File: config.mk
export PLATFORM = sky130hd
export DESIGN_NAME = freq_meter_flat
export DESIGN_NICKNAME = d
export VERILOG_FILES = /design/src/rtl/freq_meter_if.sv /design/src/rtl/freq_meter.sv /design/src/flat_wrapper.sv
export SDC_FILE = /design/constraint.sdc
export NUM_CORES = 1
export LEC_CHECK = 0
export CORE_ASPECT_RATIO = 2
export CORE_UTILIZATION = 59
export CTS_CLUSTER_SIZE = 25
export DETAILED_ROUTE_END_ITERATION = 10
export MAX_ROUTING_LAYER = met4
export PLACE_DENSITY_LB_ADDON = 0.3
export SLEW_MARGIN = 20
export SYNTH_ARGS = -nofsm -noshare
export SYNTH_HDL_FRONTEND = slang
export SYNTH_SLANG_ARGS = --single-unit
File: constraint.sdc
create_clock -name clk -period 3.1 [get_ports clk]
set_input_delay 0.62 -clock clk [delete_from_list [all_inputs] [get_ports clk]]
set_output_delay 0.62 -clock clk [all_outputs]
set_load 0.01 [all_outputs]
File: src/rtl/freq_meter_if.sv
// Measurement-side bundle for freq_meter: signal under test,
// run controls and the latched result.
interface freq_meter_if #(
    parameter int CNT_W = 20
);
    logic             sig_in;
    logic             start;
    logic             cont;
    logic             busy;
    logic             valid;
    logic [CNT_W-1:0] freq_count;
    logic             overflow;

    modport master (
        output sig_in, start, cont,
        input  busy, valid, freq_count, overflow
    );

    modport slave (
        input  sig_in, start, cont,
        output busy, valid, freq_count, overflow
    );
endinterface

File: src/rtl/freq_meter.sv
// Counts rising edges of an asynchronous input over a fixed
// gate window of clk cycles; single-shot or continuous.
module freq_meter #(
    parameter int GATE_CYCLES = 1000000,
    parameter int CNT_W       = 20,
    parameter int SYNC_STAGES = 2
) (
    input  logic         clk,
    input  logic         rst_n,
    freq_meter_if.slave  bus
);
    localparam int GW = (GATE_CYCLES > 1) ? $clog2(GATE_CYCLES) : 1;
    localparam logic [GW-1:0]    GATE_LAST = GW'(GATE_CYCLES - 1);
    localparam logic [CNT_W-1:0] CNT_MAX   = '1;

    typedef enum logic [1:0] {
        IDLE,
        GATE,
        LATCH
    } state_t;

    state_t state, state_nx;

    logic [SYNC_STAGES-1:0] sync;
    logic                   hist;
    logic                   edge_p;

    logic [GW-1:0]    gate_cnt, gate_d;
    logic [CNT_W-1:0] edge_cnt, edge_d;
    logic             sat, sat_d;
    logic [CNT_W-1:0] freq_q, freq_d;
    logic             ovf_q, ovf_d;
    logic             busy_c, valid_c;

    assign edge_p = sync[SYNC_STAGES-1] & ~hist;

    always_ff @(posedge clk or negedge rst_n) begin
        if (!rst_n) begin
            state    <= IDLE;
            sync     <= '0;
            hist     <= 1'b0;
            gate_cnt <= '0;
            edge_cnt <= '0;
            sat      <= 1'b0;
            freq_q   <= '0;
            ovf_q    <= 1'b0;
        end else begin
            state    <= state_nx;
            sync     <= {sync[SYNC_STAGES-2:0], bus.sig_in};
            hist     <= sync[SYNC_STAGES-1];
            gate_cnt <= gate_d;
            edge_cnt <= edge_d;
            sat      <= sat_d;
            freq_q   <= freq_d;
            ovf_q    <= ovf_d;
        end
    end

    always_comb begin
        state_nx = state;
        gate_d   = gate_cnt;
        edge_d   = edge_cnt;
        sat_d    = sat;
        freq_d   = freq_q;
        ovf_d    = ovf_q;
        busy_c   = 1'b0;
        valid_c  = 1'b0;
        unique case (state)
            IDLE: begin
                if (bus.start || bus.cont) begin
                    state_nx = GATE;
                    gate_d   = '0;
                    edge_d   = '0;
                    sat_d    = 1'b0;
                end
            end
            GATE: begin
                busy_c = 1'b1;
                gate_d = gate_cnt + 1'b1;
                // An edge arriving at full scale is lost and flagged.
                if (edge_p) begin
                    if (edge_cnt == CNT_MAX) begin
                        sat_d = 1'b1;
                    end else begin
                        edge_d = edge_cnt + 1'b1;
                    end
                end
                if (gate_cnt == GATE_LAST) begin
                    state_nx = LATCH;
                    freq_d   = edge_d;
                    ovf_d    = sat_d;
                end
            end
            LATCH: begin
                busy_c  = 1'b1;
                valid_c = 1'b1;
                if (bus.cont) begin
                    state_nx = GATE;
                    gate_d   = '0;
                    edge_d   = '0;
                    sat_d    = 1'b0;
                end else begin
                    state_nx = IDLE;
                end
            end
            default: state_nx = IDLE;
        endcase
    end

    assign bus.busy       = busy_c;
    assign bus.valid      = valid_c;
    assign bus.freq_count = freq_q;
    assign bus.overflow   = ovf_q;
endmodule

File: src/flat_wrapper.sv
// flat-port wrapper written by rule: the top's interface ports become plain ports
module freq_meter_flat 
#(
    parameter int GATE_CYCLES = 1000000,
    parameter int CNT_W       = 20,
    parameter int SYNC_STAGES = 2
)
  (clk, rst_n, bus_sig_in, bus_start, bus_cont, bus_busy, bus_valid, bus_freq_count, bus_overflow);
  freq_meter_if #(.CNT_W(CNT_W)) bus_i ();
  input  logic clk;
  input  logic rst_n;
  input wire logic [$bits(bus_i.sig_in)-1:0] bus_sig_in;
  input wire logic [$bits(bus_i.start)-1:0] bus_start;
  input wire logic [$bits(bus_i.cont)-1:0] bus_cont;
  output wire logic [$bits(bus_i.busy)-1:0] bus_busy;
  output wire logic [$bits(bus_i.valid)-1:0] bus_valid;
  output wire logic [$bits(bus_i.freq_count)-1:0] bus_freq_count;
  output wire logic [$bits(bus_i.overflow)-1:0] bus_overflow;
  assign bus_i.sig_in = bus_sig_in;
  assign bus_i.start = bus_start;
  assign bus_i.cont = bus_cont;
  assign bus_busy = bus_i.busy;
  assign bus_valid = bus_i.valid;
  assign bus_freq_count = bus_i.freq_count;
  assign bus_overflow = bus_i.overflow;
  freq_meter #(.GATE_CYCLES(GATE_CYCLES), .CNT_W(CNT_W), .SYNC_STAGES(SYNC_STAGES)) u_core (.clk(clk), .rst_n(rst_n), .bus(bus_i));
endmodule
==> impl_results.md, run 1 <==
* Outcome: complete, no violations
* Critical Path Max Stage Delay at 0.54 ns
* Vias in the first global route at 3242
* P_leak at 1.884 nW
* Worst-Margin Slew at 0.5831 ns
* Die area at 6672 sq um
* Min cycle time layout at 2.397 ns
* Pwr dens at 554.3 nW/um^2
* GR Overflow Total at 0
* # Max-Cap Violations at 0
* Async SR Flop Fraction at 100.0%
* Hold buffer count at CTS at 0
* Unique masters post-synth at 56
* Die Wd at 58.26 um
* Commonest non-fill, non-tap cell in the layout: dfrtp_1
* Diode count at 0
* Post-detail-place hpwl at 6.217 mm
* Post-CTS Setup Bufs at 0
* Clock H-tree levels at 3
* Vias per cell at 6.023
* Worst path slowest cell: and4_1
* Die Span Y at 114.5 um
* Post-Syn Nets at 416
* Drt drc at 0
* Initial antenna violation count at 0
* FILL cells at 436
* Vias at 3168
* Net count, final at 448
* Placer Congestion at 0.9773
* Critical Path RT at 3.35 ns
* Crit-path cells: ha_1 > nand3_1 > nor4_1 > and4_1 > buf_4 > nor2_1 > a31oi_1
* Post-Syn Area at 3735 sq um
* CTS tree: yes
* Main synth FF type: dfrtp_1
* Peak supply drop at 448.2 uV
* Num Clock Sinks at 67
* Worst Hold Class: primary input to async pin
* Most frequent cells in the layout: dfrtp_1 (67), a21oi_1 (42), nor2_1 (36), nand2_1 (31), clkdlybuf4s50_1 (26)
* Synthesis-to-finish area growth at 18.93%
* Register area at 1677 sq um
* Max FO, Critical Path at 23
* Wire length of the first global-routing pass at 14.84 mm
* Num ports at 28
* Drt wl/cell at 16.29 um
* Tcrit/Tclk final at 77.33%
* First DRT Iteration DRCs at 144
* Post-cts sizing count at 0
* Critical Setup Path Class: register to register
* Slew Limit Fails at 0
* Slew HR at 60.77%
* Cell area after layout at 4442 sq um
* Unrepaired setup endpoints after global routing: no
* CP Launch Type: register
* Post-synthesis sequential area ratio at 44.89%
* Core area at 6056 sq um
* Synth warn at 0
* Pin count of the biggest net entering global routing at 33
* IO Port Bufs at 27
* Fin. Hold Viols at 0
* DRT Wirelength at 8.571 mm
* Clock Path Buffers at 2
* First-pass DRT Iterations at 5
* Share of post-route cells with drive strength above 1 at 11.76%
* Layout Cells excl Fill at 526
* Post-synth EDFFs at 0
* Total global-route track usage at 30.41%
* Cell Area, Placed at 4114 sq um
* Critical Path End Type: register
* Multi-input gate area at 1909 sq um
* Total CTS buffers at 9
* Placed cells at 510
* Clock slew at reported path FFs at 0.05 ns
* Final setup viols at 0
* Routed Antenna Nets at 0
* Num rows at 40
* Setup TNS at 0 ns
* Starting Density at 61.67%
* Final Skew at 0.005321 ns
* Hold slack at 0.1363 ns
* WP data arrival at 2.65 ns
* Final Power at 0.002462 W
* CTS root buf: clkbuf_16
* Crit path max-delay family: simple AND/OR/NAND/NOR gates
* Yosys reg bits at 67
* Post-Syn Instances at 405
* Mean Syn Cell Area at 9.222 sq um
* WP buf/inv at 1
* Fmax at 417.2 MHz
* Worst skew pair latency at 0.34 ns
per-stage QoR:
step,util (%),setup WS [ns]
after floorplan,-,0.9748
after global placement,67.93,0.5011
after detailed placement,67.93,0.4704
after CTS,73.35,0.7518
after global routing,73.35,0.5622
final,73.35,0.7029
state kept, by name, summed over array words and instances, names as in the netlist:
register and flops:
u_core.bus.freq_count 20, u_core.edge_cnt 20, u_core.gate_cnt 20, u_core.state 2, u_core.sync 2, u_core.bus.overflow 1
u_core.hist 1, u_core.sat 1
synth_stat cells, types with 2 or more instances:
library cell / instances / area [sq um]
nor2b_1: 2 / 12.51
nand3_2: 2 / 20.02
nand2_1: 31 / 116.4
dfrtp_1: 67 / 1677
o21bai_1: 2 / 15.01
mux2_2: 2 / 22.52
clkbuf_1: 10 / 37.54
nor3_1: 9 / 45.04
buf_1: 2 / 7.510
nor4_1: 8 / 50.05
or4_1: 5 / 37.54
or3_1: 13 / 81.33
a22o_1: 4 / 35.03
o21ai_2: 5 / 43.79
nand3_1: 22 / 110.1
nand4_1: 11 / 68.82
nand2b_1: 3 / 18.77
buf_2: 5 / 25.02
nor3_2: 2 / 20.02
mux2i_1: 4 / 40.04
a2bb2oi_1: 3 / 26.28
ha_1: 6 / 75.07
o21ai_0: 20 / 100.1
nor3b_1: 2 / 15.01
a31oi_1: 2 / 12.51
o211ai_1: 2 / 15.01
a21o_1: 5 / 37.54
o31ai_1: 5 / 37.54
nor2_1: 36 / 135.1
and2_1: 3 / 18.77
o41ai_1: 2 / 17.52
and3_1: 4 / 25.02
o22ai_1: 2 / 12.51
and4_1: 6 / 52.55
a21oi_1: 42 / 210.2
xor2_1: 5 / 43.79
inv_1: 18 / 67.56
xnor2_1: 15 / 131.4
area by class of cell:
cell class / count / share of cell area, %
Timing Repair Buffer: 39 / 8.000
Tap cell: 84 / 2.366
Clock inverter: 5 / 1.690
Inverter: 18 / 1.521
Clock buffer: 11 / 5.690
Multi-Input combinational cell: 302 / 42.99
Sequential cell: 67 / 37.75
routing by layer:
layer / share of wire (%) / routed length [um] / global-route usage [%] / vias to the layer above
li1: - / - / - / 1528
met1: 37 / 3172 / 30.91 / 1524
met2: 56 / 4785 / 51.95 / 85
met3: 3.0 / 260 / 6.215 / 31
met4: 4.1 / 352 / 18.73 / 0
met5: 0 / 0 / - / -
path summary, 6_finish.rpt:
check                                   start  cells after the start  slack, ns                        to
max                        u_core.gate_cnt[0]                      7       0.70  u_core.bus.freq_count[1]
min                                     rst_n                      1       0.14            u_core.sync[0]
max reg2reg                u_core.gate_cnt[0]                      7       0.70  u_core.bus.freq_count[1]
min reg2reg                    u_core.sync[0]                      0       0.35            u_core.sync[1]
max in group asynchronous               rst_n                      2       2.28                u_core.sat
min in group clk               u_core.sync[0]                      0       0.35            u_core.sync[1]
report_power, final:
part / internal (W) / switching (W)
Combinational: 0.000145 / 0.000270
Sequential: 0.000904 / 0.0000320
Clock: 0.000743 / 0.000369
kinds of logic (layout without fill, tap and decap cells):
group	Yosys count	count (layout)	synth area share (%)
simple gates	169	169	25.59
compound gates	101	101	17.15
flops	67	67	44.89
buf+inv	36	73	3.987
xor+xnor	20	20	4.690
fa+ha+maj	6	6	2.010
mux	6	6	1.675
worst register-to-register path: stages (launching register included):
cell,delay [ns]
dfrtp_1,0.40
ha_1,0.23
nand3_1,0.14
nor4_1,0.45
and4_1,0.54
buf_4,0.33
nor2_1,0.07
a31oi_1,0.15
(Power assumes the default switching activity.)
==> run 2: changes to the inputs <==
==> constraint.sdc (replaced) <==
create_clock -name clk -period 2.22 [get_ports clk]
set_input_delay 0.444 -clock clk [delete_from_list [all_inputs] [get_ports clk]]
set_output_delay 0.444 -clock clk [all_outputs]
set_load 0.01 [all_outputs]
==> run 2 against run 1 <==
Net effect: sequential share of layout area shrank 0.85 points; flip-flop and latch count unchanged; clock-buffer cell count up 1; register-to-register slack got worse by 0.59 ns; via count is 2.7% higher; first-iteration DRC count grew 3.5%; maximum frequency increased by 14%; sequential power increased by 39%; total power is 30% higher; critical path type unchanged; largest cell class unchanged; highest routed layer unchanged.
==> impl_results.md, run 2 (synthesized netlist as in run 1, its figures left out) <==
* Worst skew pair latency at 0.34 ns (about the same)
* Pin count of the biggest net entering global routing at 68 (was 33)
* Comb pwr share at 19.5% (was 16.8%)
* Total CTS buffers at 9 (unchanged)
* Core area at 6056 sq um (unchanged)
* Max FO, Critical Path at 16 (was 23)
* Fmax at 474.2 MHz (was 417.2 MHz)
* Hold slack at 0.1149 ns (was 0.1363 ns)
* Clock Path Buffers at 2 (unchanged)
* Worst Hold Class: primary input to async pin (unchanged)
* First-pass DRT Iterations at 5 (unchanged)
* Util after Layout at 75.04% (was 73.35%)
* Wire length of the first global-routing pass at 14.90 mm (was 14.84 mm)
* Unrepaired setup endpoints after global routing: no (unchanged)
* Initial antenna violation count at 0 (unchanged)
* PnR worst setup slack at 0.1114 ns (was 0.7029 ns)
* First DRT Iteration DRCs at 149 (was 144)
* Clock slew at reported path FFs at 0.05 ns (about the same)
* Clock power frac at 39.7% (was 45.2%)
* Share of post-route cells with drive strength above 1 at 15.00% (was 11.76%)
* P_leak at 1.952 nW (was 1.884 nW)
* Pwr dens at 702.9 nW/um^2 (was 554.3 nW/um^2)
* Slew HR at 67.50% (was 60.77%)
* Critical Setup Path Class: register to register (unchanged)
* Commonest non-fill, non-tap cell in the layout: dfrtp_1 (unchanged)
* Slew Limit Fails at 0 (unchanged)
* Die Span Y at 114.5 um (unchanged)
* Hold buffer count at CTS at 0 (unchanged)
* Switch share at 29.04% (was 27.25%)
* CTS tree: yes (unchanged)
* Vias per cell at 5.983 (was 6.023)
* Min cycle time layout at 2.109 ns (was 2.397 ns)
* Clock H-tree levels at 3 (unchanged)
* Placer Congestion at 0.9279 (was 0.9773)
* Peak supply drop at 458.3 uV (was 448.2 uV)
* Synthesis-to-finish area growth at 21.68% (was 18.93%)
* CTS root buf: clkbuf_16 (unchanged)
* Drt wl/cell at 16.41 um (was 16.29 um)
* Die Wd at 58.26 um (unchanged)
* WP data arrival at 2.36 ns (was 2.65 ns)
* Vias in the first global route at 3276 (was 3242)
* Tcrit/Tclk final at 94.98% (was 77.33%)
* Internal power at 0.002267 W (was 0.001791 W)
* Register area at 1677 sq um (unchanged)
* Final Power at 0.003194 W (was 0.002462 W)
* DRT Wirelength at 8.929 mm (was 8.571 mm)
* Drt drc at 0 (unchanged)
* Sequential power share at 40.8% (was 38.0%)
* Die area at 6672 sq um (unchanged)
* Dpl ws at -0.03015 ns (was 0.4704 ns)
* R2r setup slk at 0.11 ns (was 0.70 ns)
* IO Port Bufs at 27 (unchanged)
* Fin. Hold Viols at 0 (unchanged)
* Outcome: complete, no violations (unchanged)
* Cells on worst reg2reg path at 7 (unchanged)
* Post-detail-place hpwl at 6.493 mm (was 6.217 mm)
* FILL cells at 421 (was 436)
* Starting Density at 61.67% (unchanged)
* Reg2reg start: u_core.gate_cnt[0] (unchanged)
* Multi-input gate area at 1911 sq um (was 1909 sq um)
* Net count, final at 467 (was 448)
* Vias at 3255 (was 3168)
* # Max-Cap Violations at 0 (unchanged)
* Diode count at 0 (unchanged)
* CP Launch Type: register (unchanged)
* RR Endpoint: u_core.bus.freq_count[11] (was u_core.bus.freq_count[1])
* Final setup viols at 0 (unchanged)
* Sw power at 0.0009275 W (was 0.0006708 W)
* Post-CTS Setup Bufs at 0 (unchanged)
* Critical Path End Type: register (unchanged)
* Final Skew at 0.006505 ns (was 0.005321 ns)
* Num Clock Sinks at 67 (unchanged)
* Critical Path RT at 2.47 ns (was 3.35 ns)
* GR Overflow Total at 0 (unchanged)
* Worst-Margin Slew at 0.4830 ns (was 0.5831 ns)
* Num rows at 40 (unchanged)
* Post-cts sizing count at 0 (unchanged)
* Num ports at 28 (unchanged)
* Total global-route track usage at 30.58% (was 30.41%)
* Routed Antenna Nets at 0 (unchanged)
* Most frequent cells in the layout: dfrtp_1 (67), a21oi_1 (42), nor2_1 (36), nand2_1 (31), buf_4 (29) (was dfrtp_1 (67), a21oi_1 (42), nor2_1 (36), nand2_1 (31), clkdlybuf4s50_1 (26))
[run 2: metal layers]
layer	up-vias	wire length (um)	GRT usage (%)
met5	-	0	-
met4	0	312	18.73
met3	30	274	6.441
met2	82	5055	53.10
met1	1566	3286	30.15
li1	1577	-	-
[run 2: worst max-delay path: stages, from the launching register on]
cell and delay (ns):
dfrtp_1 0.38, ha_1 0.23, nand3_1 0.13, nor4_1 0.40
and4_2 0.43, buf_4 0.24, nor2_1 0.05, a31oi_1 0.15
[run 2: how the worst max path moves through the flow]
| stage | endpoint | slack, ns | from | cells past startpoint |
|---|---|---|---|---|
| after global placement | u_core.gate_cnt[18] | 0.03 | bus_start | 6 |
| after global routing | u_core.bus.freq_count[11] | 0.004 | u_core.edge_cnt[14] | 5 |
| after detailed placement | u_core.gate_cnt[19] | -0.03 | bus_start | 7 |
| final | u_core.bus.freq_count[11] | 0.11 | u_core.gate_cnt[0] | 7 |
| after CTS | u_core.bus.freq_count[11] | 0.02 | u_core.gate_cnt[0] | 7 |
| after floorplan | u_core.gate_cnt[18] | 0.09 | u_core.state[0] | 8 |
[run 2: power groups by stage]
stage	registers [W]	logic, W	clock network [W]
floorplan	0.00132	0.000359	0
global placement	0.00132	0.000601	0
detailed placement	0.00132	0.000615	0
CTS	0.00130	0.000621	0.00128
global route	0.00131	0.000688	0.00133
finish	0.00130	0.000623	0.00127
[run 2: final cells by class]
class	count	share of cell area (%)
timing repair buffer	58	11.51
multi-input combinational	302	42.04
clock inverter	3	0.3304
clock buffer	12	5.424
sequential	67	36.89
inverter	18	1.487
tap	84	2.313
[run 2: through the flow]
| stage | cell area, sq um | setup TNS, ns | std cells |
|---|---|---|---|
| finish | 4544 | 0 | 544 |
| floorplan | 3735 | 0 | 405 |
| CTS | 4543 | 0 | 544 |
| global placement | 4282 | 0 | 529 |
| global route | 4544 | 0 | 544 |
| detailed placement | 4282 | -0.05332 | 529 |
==> run 3: changes to the inputs <==
--- a/config.mk
+++ b/config.mk
@@ -7,6 +7,7 @@
 export LEC_CHECK = 0
 export CORE_ASPECT_RATIO = 2
 export CORE_UTILIZATION = 59
+export CTS_BUF_LIST = sky130_fd_sc_hd__clkbuf_16
 export CTS_CLUSTER_SIZE = 25
 export DETAILED_ROUTE_END_ITERATION = 10
 export MAX_ROUTING_LAYER = met4
==> run 3 against run 2 <==
Net effect: worst setup slack worse by 0.0020 ns; clock skew hardly changed; flip-flop and latch count unchanged; core utilization decreased by 0.17 points; combinational power is essentially flat; register-to-register slack about the same; routed wire length is essentially flat; global-route usage did not move; critical path depth is the same; largest cell class unchanged; highest routed layer unchanged.
==> impl_results.md, run 3 (synthesized netlist as in run 1, its figures left out) <==
* Outcome: complete, no violations (unchanged)
* Vias at 3254 (was 3255)
* Pin count of the biggest net entering global routing at 68 (unchanged)
* Num Clock Sinks at 67 (unchanged)
* Core area at 6056 sq um (unchanged)
* CTS root buf: clkbuf_16 (unchanged)
* Clock slew at reported path FFs at 0.05 ns (about the same)
* Fmax at 473.8 MHz (was 474.2 MHz)
* CTS tree: yes (unchanged)
* Final setup viols at 0 (unchanged)
* Tcrit/Tclk final at 95.07% (was 94.98%)
* Die area at 6672 sq um (unchanged)
* First DRT Iteration DRCs at 155 (was 149)
* Net count, final at 467 (unchanged)
* Worst Hold Class: primary input to async pin (unchanged)
* Commonest non-fill, non-tap cell in the layout: dfrtp_1 (unchanged)
* First-pass DRT Iterations at 4 (was 5)
* Fin. Hold Viols at 0 (unchanged)
* CP Launch Type: register (unchanged)
* Most frequent cells in the layout: dfrtp_1 (67), a21oi_1 (42), nor2_1 (36), nand2_1 (31), buf_4 (29) (unchanged)
* Max FO, Critical Path at 16 (unchanged)
* Diode count at 0 (unchanged)
* Share of post-route cells with drive strength above 1 at 14.78% (was 15.00%)
* IO Port Bufs at 27 (unchanged)
* Num ports at 28 (unchanged)
* Cells on worst reg2reg path at 7 (unchanged)
* Final Skew at 0.006507 ns (was 0.006505 ns)
* Clock Path Buffers at 2 (unchanged)
* PnR worst setup slack at 0.1094 ns (was 0.1114 ns)
* P_leak at 1.955 nW (was 1.952 nW)
* Placer Congestion at 0.9279 (unchanged)
* Post-CTS Setup Bufs at 0 (unchanged)
* WP data arrival at 2.36 ns (about the same)
* Cell area after layout at 4534 sq um (was 4544 sq um)
* Dpl ws at -0.03015 ns (unchanged)
* Peak supply drop at 453.5 uV (was 458.3 uV)
* Critical Setup Path Class: register to register (unchanged)
* Hold slack at 0.1152 ns (was 0.1149 ns)
* DRT Wirelength at 8.930 mm (was 8.929 mm)
* Num rows at 40 (unchanged)
* Vias per cell at 5.982 (was 5.983)
* Total CTS buffers at 9 (unchanged)
* Routed Antenna Nets at 0 (unchanged)
* Slew HR at 67.44% (was 67.50%)
* Worst-Margin Slew at 0.4839 ns (was 0.4830 ns)
* Critical Path RT at 2.47 ns (about the same)
* Critical Path End Type: register (unchanged)
* Post-detail-place hpwl at 6.493 mm (unchanged)
* Total global-route track usage at 30.58% (unchanged)
* Die Wd at 58.26 um (unchanged)
* Cell Area, Placed at 4282 sq um (unchanged)
* Clock H-tree levels at 3 (unchanged)
* Slew Limit Fails at 0 (unchanged)
* Synthesis-to-finish area growth at 21.41% (was 21.68%)
* Drt wl/cell at 16.42 um (was 16.41 um)
* GR Overflow Total at 0 (unchanged)
* Unrepaired setup endpoints after global routing: no (unchanged)
* Worst skew pair latency at 0.34 ns (about the same)
* # Max-Cap Violations at 0 (unchanged)
* Die Span Y at 114.5 um (unchanged)
* Pwr dens at 694.4 nW/um^2 (was 702.9 nW/um^2)
* Initial antenna violation count at 0 (unchanged)
* Final Power at 0.003148 W (was 0.003194 W)
* Starting Density at 61.67% (unchanged)
* Drt drc at 0 (unchanged)
* Vias in the first global route at 3276 (unchanged)
* Wire length of the first global-routing pass at 14.90 mm (unchanged)
* Hold buffer count at CTS at 0 (unchanged)
* Min cycle time layout at 2.111 ns (was 2.109 ns)
## run 3: final timing paths
kind	startpoint	endpoint	slack (ns)
min	rst_n	u_core.edge_cnt[6]	0.12
max reg2reg	u_core.gate_cnt[0]	u_core.bus.freq_count[11]	0.11
min reg2reg	u_core.sync[0]	u_core.sync[1]	0.35
max	u_core.gate_cnt[0]	u_core.bus.freq_count[11]	0.11
min in group clk	u_core.sync[0]	u_core.sync[1]	0.35
max in group asynchronous	rst_n	u_core.edge_cnt[12]	1.81
## run 3: what timing repair did
item,in CTS,in global routing
endpoints found under the setup margin,0,9
resized for setup,0,1
hold endpoints to repair,0,0
## run 3: power breakdown
group          switching [W]  internal (W)  total, W
clock network       0.000494      0.000728   0.00122
logic               0.000391      0.000231  0.000623
registers          0.0000410       0.00126   0.00130
total               0.000926       0.00222   0.00315
## run 3: metrics by stage
stage          cells  TNS [ns]  util [%]
6_report         544         0     74.88
5_1_grt          544         0     74.88
4_1_cts          544         0     74.86
3_5_place_dp     529  -0.05332     70.70
3_3_place_gp     529         0     70.70
2_1_floorplan    405         0         -
## run 3: final cells by class
class	instances	area, sq um
Multi-Input combinational cell	302	1911
Timing Repair Buffer	58	523.0
Clock inverter	6	26.28
Tap cell	84	105.1
Clock buffer	9	225.2
Sequential cell	67	1677
Fill cell	424	1521
Inverter	18	67.56
## run 3: metal layers
layer  track usage [%]  part of all wire [%]
met5                 -                     0
met2             53.10                    57
met1             30.15                    37
met4             18.73                   3.4
met3             6.441                   3.3
## run 3: worst max-delay path: stages (launching register included)
cell and delay, ns:
dfrtp_1 0.38, ha_1 0.23, nand3_1 0.13, nor4_1 0.40
and4_2 0.42, buf_4 0.24, nor2_1 0.06, a31oi_1 0.15
